File: config.mk
export PLATFORM = sky130hd
export DESIGN_NAME = mem_stage
export DESIGN_NICKNAME = d
export VERILOG_FILES = /design/src/rtl/iitb_risc_pkg.sv /design/src/rtl/lsb_pri_enc.sv /design/src/rtl/mem_stage.sv
export SDC_FILE = /design/constraint.sdc
export NUM_CORES = 1
export LEC_CHECK = 0
export CAP_MARGIN = 20
export CELL_PAD_IN_SITES_DETAIL_PLACEMENT = 0
export CELL_PAD_IN_SITES_GLOBAL_PLACEMENT = 2
export CORE_MARGIN = 3
export CORE_UTILIZATION = 18
export DETAILED_ROUTE_END_ITERATION = 7
export PLACE_DENSITY_LB_ADDON = 0.1
export REMOVE_ABC_BUFFERS = 1
export SETUP_SLACK_MARGIN = 0.5
export SLEW_MARGIN = 10
export SYNTH_ARGS = -nofsm -noshare
export SYNTH_HDL_FRONTEND = slang
export SYNTH_HIERARCHICAL = 1
export SYNTH_SLANG_ARGS = --single-unit
File: constraint.sdc
create_clock -name clk -period 6.9 [get_ports clk]
set_input_delay 1.38 -clock clk [delete_from_list [all_inputs] [get_ports clk]]
set_output_delay 1.38 -clock clk [all_outputs]
set_load 0.02 [all_outputs]
File: src/rtl/iitb_risc_pkg.sv
// Shared datapath sizes and MEM-stage sequencer state encoding.
package iitb_risc_pkg;
    localparam int DATA_W    = 16;
    localparam int ADDR_W    = 16;
    localparam int NREG      = 8;
    localparam int REG_IDX_W = 3;

    typedef enum logic {
        IDLE  = 1'b0,
        MULTI = 1'b1
    } mem_state_t;
endpackage

File: src/rtl/lsb_pri_enc.sv
// Lowest-set-bit encoder: index of the lowest set bit, plus presence flags.
module lsb_pri_enc
    import iitb_risc_pkg::*;
(
    input  logic [NREG-1:0]      mask,
    output logic [REG_IDX_W-1:0] idx,
    output logic                 any,
    output logic                 more_than_one
);
    always_comb begin
        idx = '0;
        // Scan high to low so the lowest set bit is the last one written.
        for (int i = NREG - 1; i >= 0; i--) begin
            if (mask[i]) idx = REG_IDX_W'(i);
        end
    end

    assign any           = |mask;
    assign more_than_one = |(mask & (mask - NREG'(1)));
endmodule

File: src/rtl/mem_stage.sv
// MEM stage: drives data memory for LW/SW and serialises LM/SM into one
// register transfer per cycle, stalling upstream until the last transfer.
module mem_stage
    import iitb_risc_pkg::*;
(
    input  logic                 clk,
    input  logic                 reset,
    input  logic [DATA_W-1:0]    alu_result_exmem,
    input  logic [DATA_W-1:0]    wrdata_exmem,
    input  logic                 memread_exmem,
    input  logic                 memwrite_exmem,
    input  logic                 lm_exmem,
    input  logic                 sm_exmem,
    input  logic [NREG-1:0]      regmask_exmem,
    input  logic [REG_IDX_W-1:0] regdst_exmem,
    input  logic                 regwrite_exmem,
    input  logic                 memtoreg_exmem,
    input  logic [15:0]          pc_exmem,
    input  logic [1:0]           prev_cz_exmem,
    input  logic [1:0]           cz_exmem,
    input  logic [3:0]           aluop_exmem,
    input  logic [1:0]           irlast_exmem,
    input  logic [15:0]          imm9_0_pad_exmem,
    output logic [15:0]          pc_mem,
    output logic [1:0]           prev_cz_mem,
    output logic [1:0]           cz_mem,
    output logic [3:0]           aluop_mem,
    output logic [1:0]           irlast_mem,
    output logic [15:0]          imm9_0_pad_mem,
    output logic [REG_IDX_W-1:0] sm_rd_addr,
    input  logic [DATA_W-1:0]    sm_rd_data,
    output logic [ADDR_W-1:0]    dmem_addr,
    output logic [DATA_W-1:0]    dmem_wdata,
    output logic                 dmem_we,
    input  logic [DATA_W-1:0]    dmem_rdata,
    output logic [DATA_W-1:0]    alu_result_mem,
    output logic [DATA_W-1:0]    memrd_data_mem,
    output logic [REG_IDX_W-1:0] regdst_mem,
    output logic                 regwrite_mem,
    output logic                 memtoreg_mem,
    output logic                 mem_stall
);
    // Stall contract: while mem_stall=1 the EX/MEM register and every earlier
    // stage hold their contents, so all *_exmem inputs stay stable until the
    // cycle in which mem_stall drops; that cycle's outputs complete the instruction.

    mem_state_t          state, state_nx;
    logic [NREG-1:0]     rem_mask, rem_mask_nx;
    logic [ADDR_W-1:0]   cur_addr, cur_addr_nx;

    logic [NREG-1:0]      m;
    logic [ADDR_W-1:0]    a;
    logic [REG_IDX_W-1:0] idx;
    logic                 any_bit, multi_bit;
    logic                 is_lm;

    assign m = (state == IDLE) ? regmask_exmem : rem_mask;
    assign a = (state == IDLE) ? alu_result_exmem[ADDR_W-1:0] : cur_addr;
    // Opcode kind comes from the held EX/MEM register; lm wins if both are set.
    assign is_lm = lm_exmem;

    lsb_pri_enc u_enc (
        .mask          (m),
        .idx           (idx),
        .any           (any_bit),
        .more_than_one (multi_bit)
    );

    assign pc_mem         = pc_exmem;
    assign prev_cz_mem    = prev_cz_exmem;
    assign cz_mem         = cz_exmem;
    assign aluop_mem      = aluop_exmem;
    assign irlast_mem     = irlast_exmem;
    assign imm9_0_pad_mem = imm9_0_pad_exmem;

    always_ff @(posedge clk) begin
        if (reset) begin
            state    <= IDLE;
            rem_mask <= '0;
            cur_addr <= '0;
        end else begin
            state    <= state_nx;
            rem_mask <= rem_mask_nx;
            cur_addr <= cur_addr_nx;
        end
    end

    always_comb begin
        state_nx       = IDLE;
        rem_mask_nx    = '0;
        cur_addr_nx    = cur_addr;
        sm_rd_addr     = '0;
        dmem_addr      = alu_result_exmem[ADDR_W-1:0];
        dmem_wdata     = wrdata_exmem;
        dmem_we        = memwrite_exmem;
        memrd_data_mem = dmem_rdata;
        alu_result_mem = alu_result_exmem;
        regdst_mem     = regdst_exmem;
        regwrite_mem   = regwrite_exmem;
        memtoreg_mem   = memtoreg_exmem;
        mem_stall      = 1'b0;

        if (state == MULTI || lm_exmem || sm_exmem) begin
            if (!any_bit) begin
                dmem_we      = 1'b0;
                regwrite_mem = 1'b0;
                memtoreg_mem = 1'b0;
            end else begin
                dmem_addr      = a;
                alu_result_mem = DATA_W'(a);
                if (is_lm) begin
                    dmem_we      = 1'b0;
                    regdst_mem   = idx;
                    regwrite_mem = 1'b1;
                    memtoreg_mem = 1'b1;
                end else begin
                    sm_rd_addr   = idx;
                    dmem_wdata   = sm_rd_data;
                    dmem_we      = 1'b1;
                    regwrite_mem = 1'b0;
                    memtoreg_mem = 1'b0;
                end
                if (multi_bit) begin
                    mem_stall   = 1'b1;
                    state_nx    = MULTI;
                    rem_mask_nx = m & ~(NREG'(1) << idx);
                    cur_addr_nx = a + ADDR_W'(1);
                end
            end
        end

        // Reset aborts any sequence and suppresses side effects this cycle.
        if (reset) begin
            dmem_we      = 1'b0;
            regwrite_mem = 1'b0;
            mem_stall    = 1'b0;
        end
    end
endmodule
# Yosys cells after proc, flatten, opt, wreduce, memory -nomap -nowiden
# Index checks and enable logic that the tools add are counted.
[word_totals]
mem_count = 0
romBits = 0
latch_bits = 0
register_bits = 25
mem_bits_rw = 0
out_inout_bits = 116
[op_classes]
n_div = 0
multipliers = 0
order_cmp = 0
n_reduce_logical = 6
eq_ne = 0
n_addsub = 2
bitwise = 6
n_shift = 1
n_mux = 34
[op_table]
columns = ["cell", "n"]
rows = [
  ["16-bit two-way mux", 6],
  ["3-bit two-way mux", 14],
  ["16-bit by 1-bit adder with 16-bit output, second input constant", 1],
  ["8-bit bitwise AND", 2],
  ["8-bit OR reduction", 2],
  ["1-bit two-way mux", 13],
  ["8-bit two-way mux", 1],
  ["8-bit NOT", 1],
  ["1-bit by 3-bit left shift with 8-bit output, first input constant", 1],
  ["8-bit by 1-bit subtractor with 8-bit output, second input constant", 1],
  ["4-bit OR reduction", 1],
  ["1-bit NOT", 3],
  ["3-bit AND reduction", 1],
  ["1-bit logical OR", 2],
]

# Depth between registers and ports, before layout
[depth]
word_depth = 12
ltp_mapped = 14

# Cells and area by module
# The synthesis kept the hierarchy.
[by_module_without_submodules]
columns = ["mod", "cells_per_inst", "area_each_um2", "n_inst", "seq_area_each_um2"]
rows = [
  ["mem_stage", 336, 2801.4, 1, 500.5],
  ["lsb_pri_enc", 22, 147.6, 1, 0.0],
]

# Least setup slack after synthesis
# Ideal clock, no wire load.
[synth_timing]
kind = "input-to-output"
start = "input port regmask_exmem[3]"
end = "output port dmem_addr[10]"
stages = 8
arrival_time_ps = 3555
required_time_ps = 5520
n_path_buf = 2
setup_slack_ps = 1965
path_cell_list = "mux2_2 -> or4_4 -> nor3_1 -> nand2_1 -> nand2_1 -> buf_2 -> mux2_2 -> buf_4"
[synth_between]
elab_chain_cells = 4
[synth_lines]
columns = ["item", "line_no", "rtl"]
rows = [
  ["from (decl)", "mem_stage.sv:14", "input logic [NREG-1:0] regmask_exmem,"],
  ["8-bit two-way mux", "mem_stage.sv:57", "assign m = (state == IDLE) ? regmask_exmem : rem_mask;"],
  ["8-bit OR reduction", "lsb_pri_enc.sv:18", "assign any = |mask;"],
  ["net any_bit", "mem_stage.sv:54", "logic any_bit, multi_bit;"],
  ["16-bit two-way mux (2 in a row)", "--", ""],
  ["to (decl)", "mem_stage.sv:32", "output logic [ADDR_W-1:0] dmem_addr,"],
]
# The timed path passes the listed nets, and every way through them passes these cells.

# Final worst setup path
[layout_timing]
start = "input port regmask_exmem[3]"
end = "output port alu_result_mem[6]"
[layout_between]
elab_chain_cells = 4
[layout_lines]
columns = ["item", "line_no", "rtl"]
rows = [
  ["8-bit two-way mux", "mem_stage.sv:57", ""],
  ["net m[3]", "mem_stage.sv:51", "logic [NREG-1:0] m;"],
  ["8-bit OR reduction", "lsb_pri_enc.sv:18", ""],
  ["net any_bit", "mem_stage.sv:54", ""],
  ["16-bit two-way mux", "mem_stage.sv:104", "if (!any_bit) begin"],
  ["16-bit two-way mux", "mem_stage.sv:103", "if (state == MULTI || lm_exmem || sm_exmem) begin"],
  ["to (decl)", "mem_stage.sv:36", "output logic [DATA_W-1:0] alu_result_mem,"],
]
# The timed path passes the listed nets, and every way through them passes these cells.

==> results.toml <==
[cells_and_area]
multi_input_area_um2 = 1784
final_nets = 529
drive_above_1_share_pct = 16.67
stdcell_area_um2 = 3956
areaGrowthSynthToFinish_pct = 34.15
fin_util_pct = 24.82
final_cell_mix = "123 x clkdlybuf4s50_1, 46 x mux2_2, 35 x nand2_1"
antenna_cells = 0
seq_area_um2 = 501.7
final_common_cell = "clkdlybuf4s50_1"
n_fill_cell = 1724

[setup_path]
r2r_end = "cur_addr[11]$_SDFFE_PP0P_"
cp_max_fo = 16
cp_data_required_time_ns = 5.52
reg2reg_from = "state$_DFF_P_"
critPathArrivalTime_ns = 4.39
crit_type = "in2out"
critPathLaunchType = "input port"
worst_setup_path_end_kind = "output port"
r2r_slack_ns = 3.47
rr_worst_depth = 11

[logic_synthesis]
synth_area_um2 = 2949
synth_edf_count = 0
yosysTopAreaCellShare_pct = 19.60
synth.distinct_cells = 56
ys.flop_type = "dfxtp_1"
yosysSeqAreaShare_pct = 16.97
synth_top_area_cell = "buf_4"
async_flop_share_pct = 0
avgSynthCellArea_um2 = 8.238
yosys-top-cells-area = "buf_4 20%, mux2_2 18%, dfxtp_1 17%"
synth_seq_cells = 25
yosysWarnings = 6
syn_inst = 358

[sta]
finalCriticalPeriod_ns = 5.767
finalSetupViolCount = 0
finClkSkew_ns = 0.01614
tns_ns = 0
final-hold-violation-count = 0
finalCritPeriodShare_pct = 83.58
drv_slew = 0
rsz0062_at_grt = "false"
fmax_ghz = 0.1734
slew_headroom_pct = 58.07
worst_pin_slew_ns = 0.6290

[clock_network]
clock-sinks = 25
insertion_delay_ns = 0.28
cts_resized = 0
holdBufCountCts = 0
cts_made_buffers = 3
clk_pin_slew_ns = 0.07
cts_tree = "built"
cts_root_buf = "clkbuf_16"
cts_max_level = 1
post_cts_buffers = 0
cts.path.max_buffers = 2

[die]
die_y_um = 134
dieWidth_um = 134
die_area_um2 = 17960
start_util_pct = 18.50
core_area_um2 = 15940
io_pins = 241
num_rows = 46

[grt]
grt_pass1_wl_um = 18170
grt_antenna_before_repair = 0
grt-busiest-layer = "met2"
grt_util_met3_pct = 8.215
use_met2_pct = 17.49
grt_use_total_pct = 12.93
gr-total-overflow = 0
grt_pass1_vias = 2986
use_met1_pct = 16.75
grt_max_degree = 54

[routing]
drc = 0
routed_wl_um = 11970
viasPerCell = 4.602
firstDrtPassIters = 4
post_drt_wl_per_cell_um = 19.36
drt_iter0_drc = 128
ant_nets = 0
vias = 2844

[placement]
port_buffers = 123
finalWeightedCongestion = 0.6871
dp_hpwl_um = 9005
placed_cell_area_um2 = 3877

[min_path]
hp-class = "reg2reg"
min_to = "cur_addr[1]$_SDFFE_PP0P_"
hold_depth = 2
hp-start = "cur_addr[1]$_SDFFE_PP0P_"

[status]
status = "completed"

[pwr]
peakVddDrop_uv = 74.81
power.density_nw_per_um2 = 221.6
power_mw = 0.8766
power_leakage_nw = 1.367

[flow_run]
maxCapViolCount = 0
-- registers in the layout, summed over array words and instances, names as in the netlist --
name and flops:
rem_mask 8, cur_addr 16, state 1
-- power by group --
group          internal (mW)  switching (mW)  leakage [nW]
combinational          0.249           0.278          1.12
sequential             0.171          0.0319         0.206
clock                 0.0797          0.0664        0.0382
total                  0.500           0.377          1.37
-- cell usage after synthesis (all sizes together) (2+ instances only) --
cell type and count:
a2111oi 4, a21oi 13, a211oi 2, mux2 49, nand2 35, nand3b 4
nor2b 4, mux2i 12, inv 8, a22oi 3, o311a 7, a31oi 5
a311o 2, nand2b 2, o2111a 2, buf 85, nor3 12, nand4b 2
o211ai 4, nor2 7, nand3 13, o21ai 17, and2 7, nand4 6
dfxtp 25, clkbuf 6
-- layer usage --
layer	wire, µm	vias to the layer above	part of all wire (%)
li1	-	1328	-
met1	5455	1311	46
met2	4615	196	39
met3	1675	7	14
met4	116	2	0.97
met5	103	-	0.86
-- cells by family (layout without fill, tap and decap cells) --
logic type	after synthesis	count (layout)	share of synthesized area, %
AO/OA/AOI/OAI	72	72	19.01
XOR/XNOR	1	1	0.2970
adder cells (fa/ha/maj)	2	2	0.7636
buffers and inverters	99	143	22.95
flip-flops	25	25	16.97
multiplexers	61	61	22.78
AND/OR/NAND/NOR	98	98	17.23
-- through the flow --
step | instances | hold slack, ns | setup WS (ns)
global route | 618 | 0.5094 | 0.9699
CTS | 618 | 0.4979 | 1.080
floorplan | 267 | 0.4495 | 1.495
detailed placement | 614 | 0.4861 | 1.086
finish | 618 | 0.4971 | 1.133
global placement | 614 | 0.4853 | 1.105
-- how the worst max path moves through the flow --
| stage | start | to | slack [ns] | depth (start not counted) |
|---|---|---|---|---|
| floorplan | state$_DFF_P_ | dmem_wdata[0] | 1.50 | 6 |
| global placement | regmask_exmem[3] | dmem_addr[5] | 1.11 | 9 |
| detailed placement | regmask_exmem[3] | dmem_addr[5] | 1.09 | 9 |
| CTS | regmask_exmem[3] | dmem_addr[5] | 1.08 | 9 |
| global route | regmask_exmem[3] | alu_result_mem[6] | 0.97 | 9 |
| finish | regmask_exmem[3] | alu_result_mem[6] | 1.13 | 9 |
-- critical path, stage by stage --
cell and delay (ns):
clkdlybuf4s50_1 0.42, mux2_2 0.33, or4_4 0.59, nor3_1 0.15, nand2_1 0.17, nand2_1 0.11
buf_4 0.29, mux2_2 0.40, clkdlybuf4s50_1 0.55
-- cell type report --
type | count | share of cell area (%)
flip-flops and latches | 25 | 12.68
clock buffers | 4 | 1.992
inverters | 8 | 0.7590
well taps | 216 | 6.831
repair buffers | 131 | 32.64
multi-input cells | 234 | 45.10
(Power assumes the default switching activity.)
